### src/rtl/pipeline_ctrl_pkg.sv
// Shared types and constants for the pipeline stall/flush sequencer.
// Holds the FSM state encodings, the zero-register constant and the control bundle.
// The helper function builds the non-frozen control pattern (branch / load-use / normal).
package pipe_ctrl_pkg;

  // Default register-file address width (rs/rt/wA).
  localparam int ADDR_W_DEF = 5;

  // Sequencer states, kept as plain 2-bit constants for legacy tools.
  localparam logic [1:0] RUN      = 2'd0;
  localparam logic [1:0] MEM_WAIT = 2'd1;
  localparam logic [1:0] ERR      = 2'd2;

  // Register 0 is hard-wired and never creates a dependency.
  localparam int REG_ZERO = 0;

  // All pipeline-buffer controls driven by the sequencer, as one bundle.
  typedef struct packed {
    logic pc_en;
    logic ifid_en;
    logic ifid_flush;
    logic idex_en;
    logic idex_flush;
    logic exmem_en;
    logic memwb_en;
  } ctrl_t;

  // Everything frozen, nothing flushed (RAM wait, error trap).
  localparam ctrl_t CTRL_FREEZE = '{default: 1'b0};

  // Held while reset is asserted: nothing moves, both front buffers hold bubbles.
  localparam ctrl_t CTRL_RESET = '{pc_en: 1'b0, ifid_en: 1'b0, ifid_flush: 1'b1,
                                   idex_en: 1'b0, idex_flush: 1'b1,
                                   exmem_en: 1'b0, memwb_en: 1'b0};

  // Free-running pipeline.
  localparam ctrl_t CTRL_RUN = '{pc_en: 1'b1, ifid_en: 1'b1, ifid_flush: 1'b0,
                                 idex_en: 1'b1, idex_flush: 1'b0,
                                 exmem_en: 1'b1, memwb_en: 1'b1};

  // Taken branch: everything advances, the two wrong-path slots become bubbles.
  localparam ctrl_t CTRL_BRANCH = '{pc_en: 1'b1, ifid_en: 1'b1, ifid_flush: 1'b1,
                                    idex_en: 1'b1, idex_flush: 1'b1,
                                    exmem_en: 1'b1, memwb_en: 1'b1};

  // Load-use: PC and IF/ID hold, a bubble goes into ID/EX while the load moves on.
  localparam ctrl_t CTRL_LU = '{pc_en: 1'b0, ifid_en: 1'b0, ifid_flush: 1'b0,
                                idex_en: 1'b1, idex_flush: 1'b1,
                                exmem_en: 1'b1, memwb_en: 1'b1};

  // Control pattern when the RAM is not holding the pipeline: branch beats load-use,
  // since the instruction in ID is discarded by the branch anyway.
  function automatic ctrl_t ctrl_release(input logic branch_taken, input logic lu);
    ctrl_t c;
    if (branch_taken) begin
      c = CTRL_BRANCH;
    end else if (lu) begin
      c = CTRL_LU;
    end else begin
      c = CTRL_RUN;
    end
    return c;
  endfunction

endpackage

### src/rtl/pipeline_ctrl_hazard_detect.sv
// Load-use hazard detector: load in EX writing a register the ID instruction reads.
// Latency: purely combinational, same-cycle result.
// Backpressure: none; the result feeds the sequencer's stall decision.
module hazard_detect
  import pipe_ctrl_pkg::*;
#(
  parameter int ADDR_W = ADDR_W_DEF
) (
  input  logic [ADDR_W-1:0] i_id_rs,
  input  logic [ADDR_W-1:0] i_id_rt,
  input  logic              i_id_uses_rt,
  input  logic              i_ex_read_ram,
  input  logic              i_ex_write_br,
  input  logic [ADDR_W-1:0] i_ex_wA,
  output logic              o_lu
);

  logic is_load_wr;
  logic rs_match;
  logic rt_match;

  // Compare the load destination against both ID sources; register 0 is excluded.
  always_comb begin
    is_load_wr = i_ex_read_ram & i_ex_write_br & (i_ex_wA != ADDR_W'(REG_ZERO));
    rs_match   = (i_ex_wA == i_id_rs);
    rt_match   = i_id_uses_rt & (i_ex_wA == i_id_rt);
    o_lu       = is_load_wr & (rs_match | rt_match);
  end

endmodule

### src/rtl/pipeline_ctrl.sv
// Stall/flush sequencer for the 5-stage pipeline (PC, IF/ID, ID/EX, EX/MEM, MEM/WB).
// Latency: Mealy controls, a stall/flush applies in the cycle the hazard is visible.
// Backpressure: RAM not ready freezes every buffer; timeout traps in ERR. Macro PIPE_STALL_CNT_EN.
module pipeline_ctrl
  import pipe_ctrl_pkg::*;
#(
  parameter int ADDR_W   = ADDR_W_DEF,
  parameter int WAIT_MAX = 15          // legal range 1..255
) (
  input  logic              clk,
  input  logic              rst_n,
  input  logic [ADDR_W-1:0] i_id_rs,
  input  logic [ADDR_W-1:0] i_id_rt,
  input  logic              i_id_uses_rt,
  input  logic              i_ex_read_ram,
  input  logic              i_ex_write_br,
  input  logic [ADDR_W-1:0] i_ex_wA,
  input  logic              i_branch_taken,
  input  logic              i_mem_req,
  input  logic              i_ram_ready,
  output logic              o_pc_en,
  output logic              o_ifid_en,
  output logic              o_ifid_flush,
  output logic              o_idex_en,
  output logic              o_idex_flush,
  output logic              o_exmem_en,
  output logic              o_memwb_en,
  output logic              o_timeout,
  output logic [15:0]       o_stall_cnt
);

  // Wait counter is 8 bits; WAIT_MAX <= 255 keeps it from wrapping.
  localparam logic [7:0] WAIT_LIMIT = 8'(WAIT_MAX);

  logic [1:0] state_q, state_d;
  logic [7:0] wait_cnt_q, wait_cnt_d;
  logic       timeout_q, timeout_d;
  logic       lu;
  ctrl_t      ctrl;
  ctrl_t      ctrl_out;

  hazard_detect #(
    .ADDR_W(ADDR_W)
  ) u_hazard (
    .i_id_rs      (i_id_rs),
    .i_id_rt      (i_id_rt),
    .i_id_uses_rt (i_id_uses_rt),
    .i_ex_read_ram(i_ex_read_ram),
    .i_ex_write_br(i_ex_write_br),
    .i_ex_wA      (i_ex_wA),
    .o_lu         (lu)
  );

  // Next-state and Mealy control decode; a pending RAM access outranks branch and load-use.
  always_comb begin
    state_d    = state_q;
    wait_cnt_d = wait_cnt_q;
    timeout_d  = timeout_q;
    ctrl       = CTRL_FREEZE;
    case (state_q)
      RUN: begin
        if (i_mem_req && !i_ram_ready) begin
          // Frozen stages re-present any branch/load once the RAM releases.
          ctrl       = CTRL_FREEZE;
          state_d    = MEM_WAIT;
          wait_cnt_d = 8'd1;
        end else begin
          ctrl = ctrl_release(i_branch_taken, lu);
        end
      end
      MEM_WAIT: begin
        if (i_ram_ready) begin
          ctrl       = ctrl_release(i_branch_taken, lu);
          state_d    = RUN;
          wait_cnt_d = 8'd0;
        end else if (wait_cnt_q == WAIT_LIMIT) begin
          ctrl      = CTRL_FREEZE;
          state_d   = ERR;
          timeout_d = 1'b1;
        end else begin
          ctrl       = CTRL_FREEZE;
          wait_cnt_d = wait_cnt_q + 8'd1;
        end
      end
      ERR: begin
        // Only reset leaves the error trap.
        ctrl = CTRL_FREEZE;
      end
      default: begin
        // Unreachable encoding: recover to RUN without moving anything this cycle.
        ctrl       = CTRL_FREEZE;
        state_d    = RUN;
        wait_cnt_d = 8'd0;
      end
    endcase
  end

  // Reset overrides the controls immediately, independent of the clock.
  always_comb begin
    ctrl_out = ctrl;
    if (!rst_n) begin
      ctrl_out = CTRL_RESET;
    end
  end

  // Sequencer state, wait counter and sticky timeout flag.
  always_ff @(posedge clk or negedge rst_n) begin
    if (!rst_n) begin
      state_q    <= RUN;
      wait_cnt_q <= 8'd0;
      timeout_q  <= 1'b0;
    end else begin
      state_q    <= state_d;
      wait_cnt_q <= wait_cnt_d;
      timeout_q  <= timeout_d;
    end
  end

  assign o_pc_en      = ctrl_out.pc_en;
  assign o_ifid_en    = ctrl_out.ifid_en;
  assign o_ifid_flush = ctrl_out.ifid_flush;
  assign o_idex_en    = ctrl_out.idex_en;
  assign o_idex_flush = ctrl_out.idex_flush;
  assign o_exmem_en   = ctrl_out.exmem_en;
  assign o_memwb_en   = ctrl_out.memwb_en;
  assign o_timeout    = timeout_q;

`ifdef PIPE_STALL_CNT_EN
  logic [15:0] stall_cnt_q, stall_cnt_d;

  // Count cycles with the PC held, saturating at all-ones.
  always_comb begin
    stall_cnt_d = stall_cnt_q;
    if (!ctrl.pc_en && (stall_cnt_q != 16'hFFFF)) begin
      stall_cnt_d = stall_cnt_q + 16'd1;
    end
  end

  // Stall counter register, cleared only by reset.
  always_ff @(posedge clk or negedge rst_n) begin
    if (!rst_n) begin
      stall_cnt_q <= 16'h0000;
    end else begin
      stall_cnt_q <= stall_cnt_d;
    end
  end

  assign o_stall_cnt = stall_cnt_q;
`else
  assign o_stall_cnt = 16'h0000;
`endif

endmodule

### config.mk
export PLATFORM = sky130hd
export DESIGN_NAME = pipeline_ctrl
export DESIGN_NICKNAME = d
export VERILOG_FILES = /design/src/rtl/pipeline_ctrl_pkg.sv /design/src/rtl/pipeline_ctrl_hazard_detect.sv /design/src/rtl/pipeline_ctrl.sv
export SDC_FILE = /design/constraint.sdc
export NUM_CORES = 1
export LEC_CHECK = 0
export BUFFER_PORTS_ARGS = -buffer_cell sky130_fd_sc_hd__buf_2
export CELL_PAD_IN_SITES_DETAIL_PLACEMENT = 0
export CELL_PAD_IN_SITES_GLOBAL_PLACEMENT = 1
export CORE_MARGIN = 4
export CORE_UTILIZATION = 32
export DETAILED_ROUTE_END_ITERATION = 8
export PLACE_DENSITY = 0.86
export SLEW_MARGIN = 20
export SYNTH_ARGS = -nofsm -noshare
export SYNTH_HDL_FRONTEND = slang
export SYNTH_HIERARCHICAL = 1
export SYNTH_SLANG_ARGS = --single-unit
### constraint.sdc
create_clock -name clk -period 2 [get_ports clk]
set_clock_uncertainty 0.15 [all_clocks]
set_input_delay 0.2 -clock clk [delete_from_list [all_inputs] [get_ports clk]]
set_output_delay 0.2 -clock clk [all_outputs]
set_load 0.02 [all_outputs]
==> results.txt, run 1 <==
arrival time at the worst endpoint = 1530 ps
die area = 0.00384 mm^2
CP startpoint = i_ex_wA[3]
Nets = 162
Die Wd = 62.0 um
Mean Syn Cell Area = 8.81 um^2
Synth cell types = 37
Startpoint Class = input pin
Post-synth EDFFs = 0
antenna violations before repair = 0
Die H = 62.0 um
Final Core Density = 39.0%
worst min path class = input pin to flop
Worst Reg-to-Reg Cells = 4
Mapped Area = 933 um^2
LEAKAGE = 0.000517 uW
Worst Setup End Kind = output port
gr usage total = 11.5%
fraction of the cycle the final worst path needs = 94.1%
PortBufs = 30
P per Cell Area = 548 mW/mm^2
most frequent cells in the layout = 30 x buf_2, 16 x conb_1, 11 x dfrtp_1
CP Max Fanout = 3
row count = 19
Hold Crit Endpoint = state_q[0]
ys flop type = dfrtp_1
asr flop ratio synth = 100%
layout cells sized above 1 = 31.4%
worst hold stages = 2
Ports = 47
Congestion Overflow GR = 0
first drt pass iteration count = 4
MaxCap Viol Count = 0
FF/Latch Area = 275 um^2
drt drc = 0
hpwl dp = 1.74 mm
core box area = 0.00278 mm^2
vias per std cell = 5.16
Clock Tree Buf Depth = 2
unrepaired setup endpoints after global routing = false
reg2reg start = wait_cnt_q[0]
initial core utilization = 33.6%
Seq/Total Area, Yosys = 29.5%
vias post-DR = 867
Filler Cells Inserted = 283
cells after synthesis = 106
Worst-path clk slew = 70 ps
CP required = 1650 ps
Max Freq = 532 MHz
total CTS buffers = 3
Detailed Route Iter0 Violations = 16
fin. max-slew vios = 0
routed wire length = 2.21 mm
setup violators final = 0
outcome = complete, no violations
RR Endpoint = state_q[0]
post-CTS sizing = 0
clock root buffer = clkbuf_4
GPL Wtd Cong = 0.834
post-route setup TNS = 0 ps
# diodes = 0
largest net degree at the start of global routing = 15
TritonCTS clock tree = built
vias in the first global route = 783
r2r setup slk = 280 ps
Hold Vio Cnt, Final = 0
critical hold path startpoint = i_ram_ready
Worst-Skew Late Latency = 280 ps
Worst VDD drop = 0.404 mV
synthesis-stage register bit count = 11
DRT antenna net count = 0
wire per inst = 13.2 um
first-pass GRT wire length = 3.30 mm
commonest non-fill, non-tap cell in the layout = buf_2
Max H-tree Level = 1
crit path time final = 1880 ps
area of the multi-input gates = 546 um^2
crit path kind = input pin to output port
CTS Sinks = 11
area grow syn2layout = 16.1%
Ys Warns = 6
worst max path at each step:
stage / endpoint / slack [ps]
3_3_place_gp: o_ifid_en / 110
5_1_grt: o_ifid_flush / 10
3_5_place_dp: o_ifid_en / 110
6_report: o_pc_en / 120
2_1_floorplan: o_pc_en / 60
4_1_cts: o_ifid_en / 100
layout make-up:
| cell class | instances | share of cell area [%] |
|---|---|---|
| clock buffers | 4 | 2.42 |
| well taps | 31 | 3.58 |
| inverters | 6 | 2.08 |
| repair buffers | 33 | 16.2 |
| flip-flops and latches | 11 | 25.4 |
| multi-input cells | 83 | 50.3 |
metal layers:
layer / GRT usage [%] / share of wire [%] / routed length, um
met2: 20.9 / 49 / 1080
met3: 2.27 / 12 / 256
met5: 0 / 0 / 0
met1: 12.5 / 38 / 842
met4: 5.45 / 1.3 / 28
flip-flops by register name, indices dropped and copies added (netlist names):
name        count
o_timeout       1
wait_cnt_q      8
state_q         2
kinds of logic after synthesis:
| logic type | count (synthesis) | synth area share (%) |
|---|---|---|
| fa+ha+maj | 1 | 1.34 |
| compound gates | 29 | 22.5 |
| buf+inv | 27 | 18.6 |
| flops | 11 | 29.5 |
| simple gates | 27 | 18.2 |
| xor+xnor | 10 | 9.38 |
| other cells | 1 | 0.402 |
metrics by stage:
step / total power (uW) / std cells / area, um^2 / worst slack, ps / hold WS (ps)
floorplan: 402 / 121 / 995 / 58.4 / -246
global placement: 431 / 163 / 1050 / 111 / -53.4
detailed placement: 437 / 163 / 1050 / 109 / -45.0
CTS: 603 / 168 / 1080 / 104 / 33.5
global route: 634 / 168 / 1080 / 10.2 / 75.0
finish: 594 / 168 / 1080 / 119 / 43.6
report_power, final:
group | switching [uW] | leakage [uW] | internal [uW] | total, uW
Combinational | 110 | 0.000353 | 69.6 | 179
Clock | 83.4 | 0.0000150 | 77.5 | 161
Sequential | 19.9 | 0.000149 | 234 | 254
Total | 213 | 0.000517 | 381 | 594
critical path, stage by stage:
cell and delay (ps):
buf_2 120, or4_1 530, o211ai_2 150, a21oi_1 80
a211oi_2 240, buf_2 200
cell usage after synthesis, types with 2 or more instances:
cell type	number	area share, %
a211oi_1	3	2.4
a21oi_1	5	2.7
a31o_2	2	1.9
a31oi_1	2	1.3
a32o_1	2	2.1
a41oi_1	2	1.9
buf_4	19	15
dfrtp_1	11	29
inv_1	6	2.4
nand2_1	3	1.2
nand3_1	5	2.7
nand4_1	2	1.3
nor2_1	5	2.0
nor3b_1	2	1.6
o211ai_1	2	1.6
o21ai_0	4	2.1
o22ai_1	2	1.3
or4_1	2	1.6
xnor2_1	3	2.8
xor2_1	7	6.6
timing repair:
action	4_1_cts	5_1_grt
buffers inserted	0	0
setup endpoints to repair	0	0
hold endpoints to repair	11	0
hold buffers	1	0
Power figures use the tool's default switching activity.
==> run 2: changes to the inputs <==
- ABC_AREA: not set -> 1
- CORE_UTILIZATION: 32 -> 31
- SETUP_SLACK_MARGIN: not set -> 0.3
- SLEW_MARGIN: 20 -> not set
==> run 2 against run 1 <==
  * Combinational power increased to 3.3 times the previous value
  * Critical path type is now flop to flop
  * Setup slack improved by 250 ps
  * Register-to-register slack improved by 90 ps
==> results.txt, run 2 <==
worst min path class = input pin to asynchronous set/reset pin (was input pin to flop)
Hold Vio Cnt, Final = 0 (unchanged)
vias post-DR = 1135 (was 867)
worst hold slack = 212 ps (was 43.6 ps)
crit path kind = flop to flop (was input pin to output port)
CP required = 2030 ps (was 1650 ps)
Synth Area in Adders = 1.13% (was 1.34%)
antenna violations before repair = 0 (unchanged)
die area = 0.00460 mm^2 (was 0.00384 mm^2)
Ports = 47 (unchanged)
total CTS buffers = 3 (unchanged)
Max Freq = 613 MHz (was 532 MHz)
DRT antenna net count = 0 (unchanged)
worst slack, placed = 347 ps (was 109 ps)
reg2reg start = state_q[1] (was wait_cnt_q[0])
Final WS setup = 368 ps (was 119 ps)
largest cells by area after synthesis = dfrtp_1 25%, nand2_1 21%, buf_4 14%, inv_1 8.5%, nor2_1 7.1% (was dfrtp_1 29%, buf_4 15%, xor2_1 6.6%, xnor2_1 2.8%, a21oi_1 2.7%)
Synth top area share = 24.8% (was 29.5%)
Worst Reg-to-Reg Cells = 10 (was 4)
highest metal used = met3 (was met4)
layout cells sized above 1 = 32.4% (was 31.4%)
MaxCap Viol Count = 0 (unchanged)
Final Core Density = 41.6% (was 39.0%)
PortBufs = 30 (unchanged)
post-route setup TNS = 0 ps (unchanged)
GPL Wtd Cong = 0.842 (was 0.834)
Mapped Area = 0.00111 mm^2 (was 933 um^2)
routed wire length = 2.72 mm (was 2.21 mm)
Slowest cell on crit path = dfrtp_1 (was or4_1)
unrepaired setup endpoints after global routing = true (was false)
most common cell in the netlist = nand2_1 (was buf_4)
row count = 21 (was 19)
Post-Synth Simple-Gate Area = 46.6% (was 18.2%)
Detailed Route Iter0 Violations = 61 (was 16)
gr usage total = 12.1% (was 11.5%)
largest family of logic cells by synthesized area = simple AND/OR/NAND/NOR gates (was compound AO/OA/AOI/OAI gates)
Congestion Overflow GR = 0 (unchanged)
crit path cell chain = inv_2 > buf_4 > buf_4 > buf_4 > buf_6 > nand2_4 > nor2_4 > nand2_4 > buf_4 > o21ai_0 (was buf_2 > or4_1 > o211ai_2 > a21oi_1 > a211oi_2 > buf_2)
most common library cells after synthesis = 62 x nand2_1, 25 x inv_1, 21 x nor2_1 (was 19 x buf_4, 11 x dfrtp_1, 7 x xor2_1)
vias in the first global route = 965 (was 783)
Post-synth EDFFs = 0 (unchanged)
Worst-Skew Late Latency = 270 ps (was 280 ps)
# diodes = 0 (unchanged)
Max H-tree Level = 1 (unchanged)
Nets = 250 (was 162)
final cell count without fillers = 271 (was 168)
max FFs per register = 8 (unchanged)
fraction of the cycle the final worst path needs = 81.6% (was 94.1%)
Synth cell types = 23 (was 37)
hpwl dp = 2.05 mm (was 1.74 mm)
setup violators final = 0 (unchanged)
commonest non-fill, non-tap cell in the layout = nand2_1 (was buf_2)
first-pass GRT wire length = 4.28 mm (was 3.30 mm)
core box area = 0.00339 mm^2 (was 0.00278 mm^2)
Die Wd = 67.8 um (was 62.0 um)
Worst-path clk slew = 80 ps (was 70 ps)
Startpoint Class = flop (was input pin)
routed length on met3 = 122 um (was 256 um)
ys flop type = dfrtp_1 (unchanged)
Worst VDD drop = 0.292 mV (was 0.404 mV)
LEAKAGE = 0.000816 uW (was 0.000517 uW)
Metal-1 WL = 1.25 mm (was 842 um)
Die H = 67.8 um (was 62.0 um)
post-synthesis mux area share = 0% (unchanged)
metal2 WL = 1.35 mm (was 1.08 mm)
P per Cell Area = 753 mW/mm^2 (was 548 mW/mm^2)
first drt pass iteration count = 4 (unchanged)
area grow syn2layout = 26.9% (was 16.1%)
drt drc = 0 (unchanged)
Worst Setup End Kind = flop (was output port)
largest net degree at the start of global routing = 10 (was 15)
CP Max Fanout = 4 (was 3)
XOR/XNOR share of the synthesized area = 0.789% (was 9.38%)
Critical Path Max Stage Delay = 410 ps (was 530 ps)
cell taking the most area after synthesis = dfrtp_1 (unchanged)
asr flop ratio synth = 100% (unchanged)
Mean Syn Cell Area = 6.03 um^2 (was 8.81 um^2)
arrival time at the worst endpoint = 1660 ps (was 1530 ps)
Clock Tree Buf Depth = 2 (unchanged)
clock root buffer = clkbuf_4 (unchanged)
cells after synthesis = 184 (was 106)
r2r setup slk = 370 ps (was 280 ps)
wire per inst = 10.0 um (was 13.2 um)
initial core utilization = 32.7% (was 33.6%)
placed cells = 257 (was 163)
post-synthesis compound-gate area fraction = 3.04% (was 22.5%)
Ys Warns = 6 (unchanged)
crit path time final = 1630 ps (was 1880 ps)
Seq/Total Area, Yosys = 24.8% (was 29.5%)
CTS Sinks = 11 (unchanged)
most frequent cells in the layout = 58 x nand2_1, 27 x buf_2, 21 x inv_1 (was 30 x buf_2, 16 x conb_1, 11 x dfrtp_1)
RR Endpoint = state_q[1] (was state_q[0])
cell mode on critical path = buf_4 (was buf_2)
vias per std cell = 4.19 (was 5.16)
outcome = complete, no violations (unchanged)
most flop-heavy register = wait_cnt_q (unchanged)
TritonCTS clock tree = built (unchanged)
synthesis-stage register bit count = 11 (unchanged)
fin. max-slew vios = 0 (unchanged)
-- run 2: cell types whose count changed after synthesis, sizes merged, moves of 3 or more --
cell    before  now
nand2        3   66
o211ai       3    0
a21oi        5    2
a211oi       3    0
nand4        2    7
nor2         5   25
inv          6   29
xor2         7    0
nand3        5   15
-- run 2: cell families (layout without fill, tap and decap cells) --
logic type                 count (synthesis)  in the layout
and+or+nand+nor                          115            115
buffers and inverters                     49             75
adders and majority gates                  1              1
DFF                                       11             11
AOI/OAI and AO/OA                          6              6
xor gates and xnor gates                   1              1
other                                      1             16
-- run 2: worst max-delay path: cells and delay by family (launching register included) --
family / cells / cell delay [ps]
buffers and inverters: 6 / 610
DFF: 1 / 410
and+or+nand+nor: 3 / 330
AOI/OAI and AO/OA: 1 / 60
-- run 2: how the worst max path moves through the flow --
stage | start | to | cells past startpoint
floorplan | state_q[0] | o_idex_en | 5
global route | state_q[1] | wait_cnt_q[5] | 11
detailed placement | i_ex_wA[2] | o_idex_flush | 11
finish | state_q[1] | state_q[1] | 10
global placement | i_ex_wA[4] | o_idex_flush | 12
CTS | state_q[1] | o_ifid_en | 6
-- run 2: layer usage --
metal  global-route usage [%]  vias to the layer above
met4                    0.744                        0
met2                     20.8                       26
met5                        0                        -
li1                         -                      610
met1                     16.0                      499
met3                     2.96                        0
-- run 2: through the flow --
step / total power (uW) / instance area [um^2]
5_1_grt: 1140 / 1410
3_5_place_dp: 776 / 1240
4_1_cts: 993 / 1350
3_3_place_gp: 775 / 1240
2_1_floorplan: 675 / 1170
6_report: 1060 / 1410
-- run 2: cell type report --
class / instances / area (um^2)
multi-input cells: 139 / 682
inverters: 29 / 109
fillers: 357 / 1980
repair buffers: 42 / 258
clock buffers: 4 / 26.3
well taps: 46 / 57.6
flip-flops and latches: 11 / 277
-- run 2: repair_timing --
| item | CTS | global route |
|---|---|---|
| endpoints found under the hold margin | 11 | 0 |
| endpoints found under the setup margin | 6 | 16 |
| pin swaps | 4 | 10 |
| resized for setup | 7 | 15 |
| setup buffers | 7 | 2 |
| hold buffers | 1 | 0 |
-- run 2: power by group --
part           total [uW]  switching (uW)  internal (uW)
registers             311            51.1            260
logic                 596             364            232
clock network         154            77.1           77.2
